## config.mk

```make
export PLATFORM = sky130hd
export DESIGN_NAME = pkt_queue
export DESIGN_NICKNAME = d
export VERILOG_FILES = /design/src/rtl/pkt_queue.sv
export SDC_FILE = /design/constraint.sdc
export NUM_CORES = 1
export LEC_CHECK = 0
export ABC_AREA = 1
export CORE_UTILIZATION = 50
export DETAILED_ROUTE_END_ITERATION = 6
export GPL_ROUTABILITY_DRIVEN = 0
export MAX_ROUTING_LAYER = met4
export PLACE_DENSITY = 0.66
export RECOVER_POWER = 25
export SKIP_CTS_REPAIR_TIMING = 1
export SYNTH_ARGS = -nofsm -noshare
export SYNTH_HDL_FRONTEND = slang
export SYNTH_SLANG_ARGS = --single-unit
```

## constraint.sdc

```tcl
create_clock -name clk -period 4 [get_ports clk]
set_input_delay 0.8 -clock clk [delete_from_list [all_inputs] [get_ports clk]]
set_output_delay 0.8 -clock clk [all_outputs]
set_load 0.02 [all_outputs]
```

## src/rtl/pkt_queue.sv

```systemverilog
// pkt_queue: multi-packet length-framed buffer with a shared data store and a length queue
module pkt_queue #(
    parameter int DATA_W   = 8,
    parameter int DEPTH    = 64,
    parameter int MAX_PKTS = 4,
    parameter int LEN_W    = 8
) (
    input  logic                         clk,
    input  logic                         reset_n,
    input  logic                         flush,
    input  logic                         len_we,
    input  logic [LEN_W-1:0]             len_in,
    input  logic                         data_we,
    input  logic [DATA_W-1:0]            data_in,
    output logic [LEN_W-1:0]             len_out,
    input  logic                         data_rd,
    output logic [DATA_W-1:0]            data_out,
    output logic                         pkt_avail,
    output logic                         read_complete,
    output logic [$clog2(MAX_PKTS):0]    pkt_cnt,
    output logic                         q_full,
    output logic                         err_ovf,
    output logic                         err_udf
);
    localparam int AW = $clog2(DEPTH);
    localparam int FW = AW + 1;
    localparam int PW = MAX_PKTS > 1 ? $clog2(MAX_PKTS) : 1;
    localparam int CW = $clog2(MAX_PKTS) + 1;
    localparam int XW = LEN_W > FW ? LEN_W : FW;

    typedef enum logic {W_IDLE, W_DATA} wstate_t;

    wstate_t           state_q, state_d;
    logic [AW-1:0]     wr_ptr_q, wr_ptr_d, rd_ptr_q, rd_ptr_d;
    logic [FW-1:0]     free_q, free_d;
    logic [LEN_W-1:0]  rem_q, rem_d, cur_len_q, cur_len_d, rd_cnt_q, rd_cnt_d;
    logic [PW-1:0]     lq_wp_q, lq_wp_d, lq_rp_q, lq_rp_d;
    logic [CW-1:0]     cnt_q, cnt_d;
    logic              rc_q, rc_d, full_q, full_d, ovf_q, ovf_d, udf_q, udf_d;
    logic [DATA_W-1:0] mem [DEPTH];
    logic [LEN_W-1:0]  lq [MAX_PKTS];

    logic             avail, len_ok, accept, wr_en, commit, pop, pop_last;
    logic [LEN_W-1:0] head_len;

    assign avail    = cnt_q != '0;
    assign head_len = lq[lq_rp_q];
    // Space is checked against the pre-cycle free count, so a same-cycle pop never helps.
    assign len_ok   = len_in != '0 && XW'(len_in) <= XW'(free_q) && cnt_q != CW'(MAX_PKTS);
    assign accept   = state_q == W_IDLE && len_we && len_ok;
    assign wr_en    = state_q == W_DATA && data_we;
    assign commit   = wr_en && rem_q == LEN_W'(1);
    assign pop      = data_rd && avail;
    assign pop_last = pop && (rd_cnt_q + LEN_W'(1)) == head_len;

    assign len_out       = avail ? head_len : '0;
    assign data_out      = avail ? mem[rd_ptr_q] : '0;
    assign pkt_avail     = avail;
    assign read_complete = rc_q;
    assign pkt_cnt       = cnt_q;
    assign q_full        = full_q;
    assign err_ovf       = ovf_q;
    assign err_udf       = udf_q;

    // Next-state for the write FSM, pointers, counters and sticky error flags.
    always_comb begin
        state_d   = state_q;
        cur_len_d = cur_len_q;
        rem_d     = rem_q;
        if (accept) begin
            state_d   = W_DATA;
            cur_len_d = len_in;
            rem_d     = len_in;
        end else if (wr_en) begin
            rem_d   = rem_q - LEN_W'(1);
            state_d = commit ? W_IDLE : W_DATA;
        end
        wr_ptr_d = wr_en ? wr_ptr_q + AW'(1) : wr_ptr_q;
        rd_ptr_d = pop ? rd_ptr_q + AW'(1) : rd_ptr_q;
        rd_cnt_d = pop_last ? '0 : pop ? rd_cnt_q + LEN_W'(1) : rd_cnt_q;
        lq_wp_d  = !commit ? lq_wp_q : lq_wp_q == PW'(MAX_PKTS - 1) ? '0 : lq_wp_q + PW'(1);
        lq_rp_d  = !pop_last ? lq_rp_q : lq_rp_q == PW'(MAX_PKTS - 1) ? '0 : lq_rp_q + PW'(1);
        cnt_d    = cnt_q + CW'(commit) - CW'(pop_last);
        free_d   = free_q - (accept ? FW'(len_in) : '0) + FW'(pop);
        full_d   = cnt_d == CW'(MAX_PKTS) || (state_d == W_DATA && free_d == '0);
        rc_d     = pop_last;
        ovf_d    = ovf_q | (len_we && !accept) | (data_we && state_q == W_IDLE);
        udf_d    = udf_q | (data_rd && !avail);
    end

    // Control state; flush clears it synchronously with priority over all other inputs.
    always_ff @(posedge clk or negedge reset_n) begin
        if (!reset_n) begin
            state_q   <= W_IDLE;
            wr_ptr_q  <= '0;
            rd_ptr_q  <= '0;
            free_q    <= FW'(DEPTH);
            rem_q     <= '0;
            cur_len_q <= '0;
            rd_cnt_q  <= '0;
            lq_wp_q   <= '0;
            lq_rp_q   <= '0;
            cnt_q     <= '0;
            rc_q      <= 1'b0;
            full_q    <= 1'b0;
            ovf_q     <= 1'b0;
            udf_q     <= 1'b0;
        end else if (flush) begin
            state_q   <= W_IDLE;
            wr_ptr_q  <= '0;
            rd_ptr_q  <= '0;
            free_q    <= FW'(DEPTH);
            rem_q     <= '0;
            cur_len_q <= '0;
            rd_cnt_q  <= '0;
            lq_wp_q   <= '0;
            lq_rp_q   <= '0;
            cnt_q     <= '0;
            rc_q      <= 1'b0;
            full_q    <= 1'b0;
            ovf_q     <= 1'b0;
            udf_q     <= 1'b0;
        end else begin
            state_q   <= state_d;
            wr_ptr_q  <= wr_ptr_d;
            rd_ptr_q  <= rd_ptr_d;
            free_q    <= free_d;
            rem_q     <= rem_d;
            cur_len_q <= cur_len_d;
            rd_cnt_q  <= rd_cnt_d;
            lq_wp_q   <= lq_wp_d;
            lq_rp_q   <= lq_rp_d;
            cnt_q     <= cnt_d;
            rc_q      <= rc_d;
            full_q    <= full_d;
            ovf_q     <= ovf_d;
            udf_q     <= udf_d;
        end
    end

    // Data store and length queue; contents need no reset since outputs are gated by pkt_avail.
    always_ff @(posedge clk) begin
        if (wr_en && !flush)
            mem[wr_ptr_q] <= data_in;
        if (commit && !flush)
            lq[lq_wp_q] <= cur_len_q;
    end
endmodule
```

# Word-level counts from Yosys, hierarchy flattened
# Memories as Yosys holds them, arrays and structs flattened.
# Cells that the tools add are included.
# W data, S select, Z words.
dict set report word_totals {
  reg_bits 55
  mem_bits_rw 544
  output_inout_bits 24
  wordCells 100
  memories 2
}
dict set report op_classes {
  addsub 10
  order_cmp 1
  n_eq_ne 6
  n_mux 35
  bitwise_logic 4
  reduce_logical 28
}
# memory depth width read_ports rd_clocked_by_memory_dff wr line
set memory_table {}
lappend memory_table {mem 64 8 1 0 1 40} ;# logic [DATA_W-1:0] mem [DEPTH];
lappend memory_table {lq 4 8 1 0 1 41} ;# logic [LEN_W-1:0] lq [MAX_PKTS];
# cell n
set ops {}
lappend ops {{$mux W8} 10}
lappend ops {{$mux W6} 4}
lappend ops {{$logic_and A1 B1 Y1} 14}
lappend ops {{$mux W7} 2}
lappend ops {{$add A6 B1 Y6 const B} 2}
lappend ops {{$mux W1} 12}
lappend ops {{$mux W2} 6}
lappend ops {{$reduce_bool A2 Y1} 5}
lappend ops {{$reduce_bool A3 Y1} 3}
lappend ops {{$add A8 B1 Y8 const B} 1}
lappend ops {{$eq A8 B1 Y1 const B} 1}
lappend ops {{$eq A8 B8 Y1} 1}
lappend ops {{$le A8 B7 Y1} 1}
lappend ops {{$reduce_bool A8 Y1} 1}
lappend ops {{$sub A8 B1 Y8 const B} 1}
lappend ops {{$add A7 B1 Y7} 1}
lappend ops {{$logic_not A7 Y1} 1}
lappend ops {{$sub A7 B7 Y7} 1}
lappend ops {{$add A2 B1 Y2 const B} 2}
lappend ops {{$eq A2 B2 Y1 const B} 2}
lappend ops {{$add A3 B1 Y3} 1}
lappend ops {{$eq A3 B3 Y1 const B} 1}
lappend ops {{$logic_not A1 Y1} 3}
lappend ops {{$mux W3} 1}
lappend ops {{5 further kinds} 7}

# Depth between registers and ports, before layout
# Gate-level depths: netlist (run 1).
dict set report logic_depth {
  word_depth 11
  ltp_mapped 30
  depth_no_buf 29
}

# Worst setup path after synthesis (run 1)
# No wires, ideal clock.
dict set report synth_timing {
  kind {input -> register}
  start {input len_in[1]}
  end {register full_q (netlist: q_full)}
  setup_ns 0.116
  arrival_ns 3.526
  path_slack_ns 0.358
  path_stages 25
  path_buffers 1
  cell_sequence {ha_1 -> inv_1 -> o21bai_1 -> nand2_1 -> nand2_1 -> nand2_1 -> nand2_1 -> nand2_1 -> nand2_1 -> inv_2 -> buf_2 -> nand2_1 -> inv_1 -> ha_1 -> inv_1 -> ha_1 -> inv_1 -> fa_1 -> o21ai_0 -> xor2_1 -> nor3_1 -> nand2_1 -> nor2_1 -> nand2_1 -> nand2_1}
}
dict set report synth_between {
  elab_chain_len 11
}
# item line
set synth_lines {}
lappend synth_lines {{start: declaration} 12} ;# input logic [LEN_W-1:0] len_in,
lappend synth_lines {{$le A8 B7 Y1 or $reduce_bool A8 Y1 (tied branches)} 49} ;# assign len_ok = len_in != '0 && XW'(len_in) <= XW'(free_q) && cnt_q != CW'(MAX_PKTS);
lappend synth_lines {{$logic_and A1 B1 Y1 (2 in series)} 49}
lappend synth_lines {{$logic_and A1 B1 Y1} 50} ;# assign accept = state_q == W_IDLE && len_we && len_ok;
lappend synth_lines {{$mux W7} 84} ;# free_d = free_q - (accept ? FW'(len_in) : '0) + FW'(pop);
lappend synth_lines {{$sub A7 B7 Y7} 84}
lappend synth_lines {{$add A7 B1 Y7} 84}
lappend synth_lines {{$logic_not A7 Y1} 85} ;# full_d = cnt_d == CW'(MAX_PKTS) || (state_d == W_DATA && free_d == '0);
lappend synth_lines {{$logic_and A1 B1 Y1 (*)} 85}
lappend synth_lines {{$logic_or A1 B1 Y1 (*)} 85}
lappend synth_lines {{$mux W1 (*)} 108} ;# end else if (flush) begin
lappend synth_lines {{end signal: assignment} 135} ;# full_q <= full_d;
lappend synth_lines {{end: declaration} 39} ;# logic rc_q, rc_d, full_q, full_d, ovf_q, ovf_d, udf_q, udf_d;
# Mark *: on every way between the ends. The rest lies on a longest branch, timed or not.
# A chain may end at the register's enable or synchronous reset.

# Worst setup path in the final report (run 1)
dict set report layout_timing {
  start {register rd_ptr_q[0]}
  end {output data_out[7]}
}
dict set report layout_between {
  elab_chain_len 2
}
# item line
set layout_lines {}
lappend layout_lines {{start: declaration} 34} ;# logic [AW-1:0] wr_ptr_q, wr_ptr_d, rd_ptr_q, rd_ptr_d;
lappend layout_lines {{start signal: assignment} 126} ;# rd_ptr_q <= rd_ptr_d;
lappend layout_lines {{$mem_v2 Z64 W8} n/a}
lappend layout_lines {{$mux W8} 57} ;# assign data_out = avail ? mem[rd_ptr_q] : '0;
lappend layout_lines {{end: declaration} 17} ;# output logic [DATA_W-1:0] data_out,
# No other way between the ends.

==> results.md, run 1 <==
- run status: complete, but fails checks
- violations in the final reports: capacitance limit, slew limit, setup timing
- register area share after synthesis: 0.690
- post-layout instance area: 29500 um2
- number of cells after detailed placement: 3025
- initial antenna violation count: 0
- hpwl dp: 40.1 mm
- effective utilization at floorplan: 0.509
- worst hold path type: in2async
- warnings from Yosys: 0
- via count: 17693
- static leakage: 10.9 nW
- peak supply drop: 0.358 mV
- port bufs: 45
- startpoint of the worst register-to-register path: free_q[6]
- total routing resource utilization after global routing: 0.251
- r2r setup slk: 0.55 ns
- count of pins on the block boundary: 46
- Max-Slew Margin vs Limit: -0.472
- cell area after placement: 27400 um2
- placeable core region: 50400 um2
- required time at the worst-slack endpoint: 3.20 ns
- cell breakdown of the critical path: inv_6 -> buf_16 -> buf_4 -> o21ai_0 -> o211ai_1 -> nand3_1 -> nand2_1 -> nand3_1 -> a21oi_1 -> buf_4 -> clkdlybuf4s50_1
- crit end category: output port
- critical path's largest stage delay: 0.60 ns
- data arrival time at the worst-slack endpoint: 3.42 ns
- later-pin clock latency in the skew report: 0.63 ns
- count of final hold-check violations: 0
- Mapped Cells: 2293
- Clk Tree Root Cell: sky130_fd_sc_hd__clkbuf_16
- post-layout minimum cycle time: 4.22 ns
- fraction of registers with async set or reset after synthesis: 0.0918
- most frequently used flop master after synthesis: sky130_fd_sc_hd__edfxtp_1
- DRC violations left: 0
- number of antenna cells inserted: 0
- clock transition at the registers of the reported paths: 0.06 ns
- global-route wire length before repair: 98.0 mm
- capturing point of the worst reg2reg path: q_full
- synthesized net count: 2348
- Setup crit start: rd_ptr_q[0]
- R2R cell count: 23
- Final Instance Count excl. Fillers: 3145
- Max clock buf depth: 3
- remaining global-route overflow: 0
- vias per cell: 5.63
- Post-Syn Area per Cell: 11.2 um2
- number of synthesized flops with an enable pin: 544
- period utilisation layout: 1.06
- unique cell type count in the Yosys netlist: 42
- total count of max-transition violations in the final report: 254
- chip width: 229 um
- transition time at the pin with the least slew margin: 2.21 ns
- cell area after synthesis: 25700 um2
- max-capacitance violation count: 7
- number of core rows: 82
- post-synthesis sequential element count: 599
- sort of element at the start of the critical path: flip-flop
- class of the most critical setup path: reg2out
- setup repair after global routing missed its margin: yes
- Fill cells: 4085
- Area growth, synth to finish: 14.9%
- power per unit of standard cell area: 456 nW/um2
- Antenna Violating Nets Remaining: 0
- fraction of final layout cells with drive strength greater than 1: 0.0991
- TritonCTS clock tree: yes
- Num CTS Buffers: 59
- final count of negative-setup-slack endpoints: 2
- least setup slack across all paths after layout: -0.222 ns
- clock sink total: 599
- 1st-pass router iterations: 6
- initial drt markers: 1662
- number of nets in the layout: 2479
- height of the die: 229 um
- final wirelength: 64.8 mm
- DIE AREA: 52200 um2
- drt wl/cell: 20.6 um
- crit-path max FO: 24
- maximum achievable frequency: 237 MHz
- H-Tree Depth: 2
- crit path max-delay cell type: sky130_fd_sc_hd__clkdlybuf4s50_1
- vias in the first global route: 17032
- largest net degree at the start of global routing: 78
- worst clock skew on the final layout: 0.0325 ns
[layout by cell type, fill, tap and decap left out, types with 2 or more instances in the layout]
master,n
sky130_fd_sc_hd__a21oi_1,53
sky130_fd_sc_hd__a31oi_1,10
sky130_fd_sc_hd__buf_12,12
sky130_fd_sc_hd__buf_16,2
sky130_fd_sc_hd__buf_4,121
sky130_fd_sc_hd__buf_6,3
sky130_fd_sc_hd__bufinv_16,3
sky130_fd_sc_hd__clkbuf_1,32
sky130_fd_sc_hd__clkbuf_16,63
sky130_fd_sc_hd__clkbuf_8,5
sky130_fd_sc_hd__clkdlybuf4s50_1,30
sky130_fd_sc_hd__clkinv_1,14
sky130_fd_sc_hd__clkinv_2,4
sky130_fd_sc_hd__dfrtp_1,52
sky130_fd_sc_hd__dfrtp_4,2
sky130_fd_sc_hd__dlymetal6s2s_1,6
sky130_fd_sc_hd__edfxtp_1,544
sky130_fd_sc_hd__fa_1,2
sky130_fd_sc_hd__ha_1,31
sky130_fd_sc_hd__inv_1,83
sky130_fd_sc_hd__inv_2,7
sky130_fd_sc_hd__inv_4,2
sky130_fd_sc_hd__nand2_1,372
sky130_fd_sc_hd__nand3_1,152
sky130_fd_sc_hd__nand3_2,2
sky130_fd_sc_hd__nand3b_1,3
sky130_fd_sc_hd__nand4_1,16
sky130_fd_sc_hd__nor2_1,468
sky130_fd_sc_hd__nor2_2,2
sky130_fd_sc_hd__nor3_1,7
sky130_fd_sc_hd__o211ai_1,65
sky130_fd_sc_hd__o21ai_0,174
sky130_fd_sc_hd__o21ai_1,83
sky130_fd_sc_hd__o21bai_1,2
sky130_fd_sc_hd__o22ai_1,9
sky130_fd_sc_hd__or2_2,9
sky130_fd_sc_hd__xnor2_1,6
sky130_fd_sc_hd__xor2_1,7
[synth_stat cells, types with 7 or more instances]
cell type                    n  share of area
sky130_fd_sc_hd__ha_1       31          0.015
sky130_fd_sc_hd__buf_4       8         0.0023
sky130_fd_sc_hd__nor3_1      7         0.0014
sky130_fd_sc_hd__dfrtp_1    54          0.053
sky130_fd_sc_hd__xor2_1      7         0.0024
sky130_fd_sc_hd__nand4_1    16         0.0039
sky130_fd_sc_hd__nand2_1   372          0.054
sky130_fd_sc_hd__a21oi_1    53          0.010
sky130_fd_sc_hd__inv_2       8         0.0012
sky130_fd_sc_hd__o22ai_1     9         0.0022
sky130_fd_sc_hd__buf_1       7         0.0010
sky130_fd_sc_hd__or2_2       9         0.0022
sky130_fd_sc_hd__inv_1      84          0.012
sky130_fd_sc_hd__buf_2      40         0.0078
sky130_fd_sc_hd__o21ai_0   177          0.035
sky130_fd_sc_hd__a31oi_1    10         0.0024
sky130_fd_sc_hd__buf_6      16         0.0070
sky130_fd_sc_hd__nand3_1   152          0.030
sky130_fd_sc_hd__clkbuf_1   46         0.0067
sky130_fd_sc_hd__o21ai_1    80          0.016
sky130_fd_sc_hd__edfxtp_1  544           0.64
sky130_fd_sc_hd__o211ai_1   65          0.019
sky130_fd_sc_hd__nor2_1    469          0.069
[metrics by stage]
step	hold slack, ns	TNS (ns)	power [mW]	utilization	setup slack [ns]
final	0.434	-0.376	13.4	0.585	-0.222
after global routing	0.488	-0.598	13.9	0.585	-0.335
after CTS	0.133	-2.60	13.5	0.582	-0.403
after detailed placement	0.496	-0.239	8.19	0.545	-0.158
after global placement	0.483	-0.0752	8.15	0.545	-0.0752
after floorplan	0.463	0	7.77	-	0.358
[critical path, delay by kind of cell, from the launching register on]
kind	cells	cell delay (ns)
simple gates	3	0.36
buf+inv	5	1.39
compound gates	3	0.44
flops	1	0.57
[per-layer routing]
layer	part of all wire	global-route usage
met3	0.084	0.0407
met1	0.43	0.346
met5	0	-
met4	0.030	0.0868
met2	0.46	0.378
[logic make-up (layout without fill, tap and decap cells)]
family | count (synthesis) | after routing | synth area share
simple gates | 1036 | 1036 | 0.163
flops | 599 | 599 | 0.690
compound gates | 400 | 400 | 0.0860
buf+inv | 212 | 392 | 0.0393
fa+ha+maj | 33 | 33 | 0.0167
xor+xnor | 13 | 13 | 0.00444
[how the worst max path moves through the flow]
stage / to / depth (start not counted)
final: data_out[7] / 11
after detailed placement: q_full / 25
after CTS: data_out[4] / 11
after global placement: q_full / 25
after floorplan: q_full / 25
after global routing: data_out[7] / 12
[area by class of cell]
type,instances,area [um2],share of cell area
well taps,672,841,0.0285
repair buffers,189,1750,0.0592
clock buffers,87,1650,0.0561
multi-input cells,1482,6940,0.236
flip-flops and latches,599,17700,0.601
inverters,93,357,0.0121
clock inverters,23,215,0.00730
[report_power, final]
| group | internal [mW] | switching, mW |
|---|---|---|
| sequential | 6.91 | 0.0793 |
| clock | 3.05 | 2.31 |
| combinational | 0.423 | 0.662 |
[state kept, by name, indices dropped and copies added, names as in the netlist]
signal	flops
lq_wp_q	2
err_udf	1
rd_cnt_q	8
rem_q	8
cur_len_q	8
rd_ptr_q	6
mem	512
state_q	1
err_ovf	1
free_q	7
lq_rp_q	2
pkt_cnt	3
lq	32
read_complete	1
q_full	1
wr_ptr_q	6
No activity file was read; power rests on OpenSTA's default activity.
==> run 2, diff against run 1 <==
--- a/config.mk
+++ b/config.mk
@@ -6,6 +6,7 @@
 export NUM_CORES = 1
 export LEC_CHECK = 0
 export ABC_AREA = 1
+export CAP_MARGIN = 30
 export CORE_UTILIZATION = 50
 export DETAILED_ROUTE_END_ITERATION = 6
 export GPL_ROUTABILITY_DRIVEN = 0
==> results of run 2 <==
No change in the layout: final DEF, timing and power equal those of run 1.
==> run 3, diff against run 2 <==
--- a/config.mk
+++ b/config.mk
@@ -5,7 +5,6 @@
 export SDC_FILE = /design/constraint.sdc
 export NUM_CORES = 1
 export LEC_CHECK = 0
-export ABC_AREA = 1
 export CAP_MARGIN = 30
 export CORE_UTILIZATION = 50
 export DETAILED_ROUTE_END_ITERATION = 6
==> results.md, run 3 <==
- run status: complete, but fails checks
- violations in the final reports: capacitance limit, slew limit
- setup repair after global routing missed its margin: yes
- Max clock buf depth: 3, unchanged
- register area share after synthesis: 0.726, +0.0363
- initial antenna violation count: 0, unchanged
- warnings from Yosys: 0, unchanged
- max-capacitance violation count: 4, -3
- cell area after synthesis: 24400 um2, -5.0%
- Clk Tree Root Cell: sky130_fd_sc_hd__clkbuf_16
- Fill cells: 3446, -16%
- effective utilization at floorplan: 0.509, -0.000905
- total count of max-transition violations in the final report: 194, -24%
- number of cells after detailed placement: 1959, -35%
- Antenna Violating Nets Remaining: 0, unchanged
- number of core rows: 80, -2.4%
- number of flip-flops in the largest register: 512, unchanged
- Post-Syn Area per Cell: 19.7 um2, +76%
- cell breakdown of the critical path: buf_4 -> clkbuf_16 -> buf_12 -> mux4_2 -> mux4_2 -> mux2i_4 -> o22ai_2 -> buf_4
- worst clock skew on the final layout: 0.0204 ns, -0.0121 ns
- static leakage: 9.46 nW, -13%
- required time at the worst-slack endpoint: 3.20 ns, about the same
- clock transition at the registers of the reported paths: 0.06 ns, about the same
- port bufs: 45, unchanged
- worst hold path type: in2reg
- crit end category: output port
- DRC violations left: 0, unchanged
- Max-Slew Margin vs Limit: -0.566, -0.0937
- sort of element at the start of the critical path: flip-flop
- most common cell after layout, fill and taps aside: sky130_fd_sc_hd__edfxtp_1
- period utilisation layout: 0.998, -0.0579
- leading cell types by count after synthesis: sky130_fd_sc_hd__edfxtp_1 (544), sky130_fd_sc_hd__mux4_2 (163), sky130_fd_sc_hd__nor2_1 (93), sky130_fd_sc_hd__dfrtp_1 (54), sky130_fd_sc_hd__nand2_1 (52)
- via count: 12294, -31%
- Reg area: 17700 um2, about the same
- total routing resource utilization after global routing: 0.222, -0.0288
- count of final hold-check violations: 0, unchanged
- critical path's largest stage delay: 0.55 ns, -0.05 ns
- clock sink total: 599, unchanged
- largest reg by FF count: mem
- area taken by multi-input logic gates: 6440 um2, -7.2%
- vias per cell: 5.88, +4.5%
- unique cell type count in the Yosys netlist: 57, +36%
- synthesized net count: 1292, -45%
- most numerous cell in the Yosys netlist: sky130_fd_sc_hd__edfxtp_1
- largest net degree at the start of global routing: 66, -15%
- later-pin clock latency in the skew report: 0.63 ns, about the same
- final wirelength: 53.1 mm, -18%
- final count of negative-setup-slack endpoints: 0, -2
- final-layout setup total negative slack: 0 ns, +0.376 ns
- Area growth, synth to finish: 18.4%
- leading registers by flop count: mem (512), lq (32)
- Final Instance Count excl. Fillers: 2091, -34%
- cell types with the largest area share after synthesis: sky130_fd_sc_hd__edfxtp_1 (67%), sky130_fd_sc_hd__mux4_2 (15%), sky130_fd_sc_hd__dfrtp_1 (5.5%)
- 1st-pass router iterations: 5, -1
- Mapped Cells: 1237, -46%
- crit path max-delay cell type: sky130_fd_sc_hd__mux4_2
- remaining global-route overflow: 0, unchanged
- number of antenna cells inserted: 0, unchanged
- crit-path max FO: 6, -75%
- placeable core region: 47900 um2, -4.8%
- number of nets in the layout: 1481, -40%
- TritonCTS clock tree: yes
- post-layout minimum cycle time: 3.99 ns, -0.231 ns
- transition time at the pin with the least slew margin: 2.35 ns, +0.141 ns
- total chip power: 13.6 mW, +0.95%
- power per unit of standard cell area: 470 nW/um2, +3.1%
- Num CTS Buffers: 58, -1.7%
- fraction of final layout cells with drive strength greater than 1: 0.308, +0.209
- Yosys top cell area share: 0.670, +0.0334
- peak supply drop: 0.309 mV, -14%
- most frequently used flop master after synthesis: sky130_fd_sc_hd__edfxtp_1
- data arrival time at the worst-slack endpoint: 3.19 ns, -0.23 ns
- global-route wire length before repair: 78.7 mm, -20%
- commonest cells after routing, fill and taps aside: sky130_fd_sc_hd__edfxtp_1 (544), sky130_fd_sc_hd__mux4_2 (163), sky130_fd_sc_hd__buf_4 (121), sky130_fd_sc_hd__nor2_1 (93), sky130_fd_sc_hd__clkbuf_16 (64)
- worst hold-check slack: 0.396 ns, -0.0383 ns
- number of synthesized flops with an enable pin: 544, unchanged
- chip width: 223 um, -2.5%
- class of the most critical setup path: reg2out
- H-Tree Depth: 2, unchanged
- library cell occupying the most area in the post-synthesis netlist: sky130_fd_sc_hd__edfxtp_1
- drt wl/cell: 25.4 um, +23%
- vias in the first global route: 12451, -27%
- height of the die: 223 um, -2.5%
- minimum setup slack after placement: -0.547 ns, -0.389 ns
- least setup slack across all paths after layout: 0.00933 ns, +0.231 ns
- r2r setup slk: 0.37 ns, -0.18 ns
- DIE AREA: 49700 um2, -5.0%
- maximum achievable frequency: 251 MHz, +5.8%
- fraction of registers with async set or reset after synthesis: 0.0918, unchanged
- hpwl dp: 32.8 mm, -18%
- initial drt markers: 1230, -26%
- count of pins on the block boundary: 46, unchanged
- post-synthesis sequential element count: 599, unchanged
run 3: cell types whose count changed in the layout (fill, tap and decap cells not counted), moves of 13 or more:
cell,before,now
sky130_fd_sc_hd__clkinv_2,4,17
sky130_fd_sc_hd__nand3_1,152,5
sky130_fd_sc_hd__nor2_1,468,93
sky130_fd_sc_hd__o211ai_1,65,2
sky130_fd_sc_hd__clkbuf_1,32,14
sky130_fd_sc_hd__a21oi_1,53,26
sky130_fd_sc_hd__mux4_2,0,163
sky130_fd_sc_hd__o21ai_1,83,1
sky130_fd_sc_hd__o21ai_0,174,7
sky130_fd_sc_hd__inv_1,83,26
sky130_fd_sc_hd__nand2_1,372,52
run 3: metal layers:
layer / track usage / up-vias / part of all wire
li1: - / 5368 / -
met1: 0.316 / 6438 / 0.44
met2: 0.339 / 410 / 0.48
met3: 0.0378 / 78 / 0.064
met4: 0.0498 / 0 / 0.020
met5: - / - / 0
run 3: logic make-up (layout without fill, tap and decap cells):
group,after synthesis,count (layout),share of synthesized area
multiplexers,188,188,0.164
flip-flops,599,599,0.726
buffers and inverters,88,327,0.0144
AO/OA/AOI/OAI,60,60,0.0152
AND/OR/NAND/NOR,235,235,0.0472
adder cells (fa/ha/maj),33,33,0.0176
XOR/XNOR,34,34,0.0148
run 3: area by class of cell:
| type | count | share of cell area |
|---|---|---|
| Sequential cell | 599 | 0.614 |
| Multi-Input combinational cell | 550 | 0.223 |
| Timing Repair Buffer | 191 | 0.0620 |
| Clock buffer | 68 | 0.0541 |
| Tap cell | 615 | 0.0267 |
| Clock inverter | 42 | 0.0164 |
| Inverter | 26 | 0.00338 |
run 3: critical path: cells and delay by family, from the launching register on:
kind            cells  cell delay (ns)
compound gates      1             0.15
buf+inv             4             0.68
flops               1             0.44
mux                 3             1.31
run 3: final timing paths:
kind	from	endpoint	depth (start not counted)
worst max-delay path	rd_ptr_q[0]	data_out[2]	8
worst min-delay path	flush	wr_ptr_q[5]	2
worst max register to register	free_q[6]	q_full	18
worst min register to register	err_udf	err_udf	2
max in group asynchronous	reset_n	rd_ptr_q[0]	2
min in group asynchronous	reset_n	free_q[0]	1
run 3: per-stage QoR:
stage,util,instance area [um2]
finish,0.602,28900
global route,0.602,28900
CTS,0.594,28500
detailed placement,0.552,26500
global placement,0.549,26300
floorplan,-,24400
run 3: where the power goes:
group | switching, mW | internal, mW | total [mW]
combinational | 0.471 | 0.414 | 0.885
clock | 2.37 | 3.38 | 5.75
sequential | 0.0481 | 6.89 | 6.94
total | 2.89 | 10.7 | 13.6
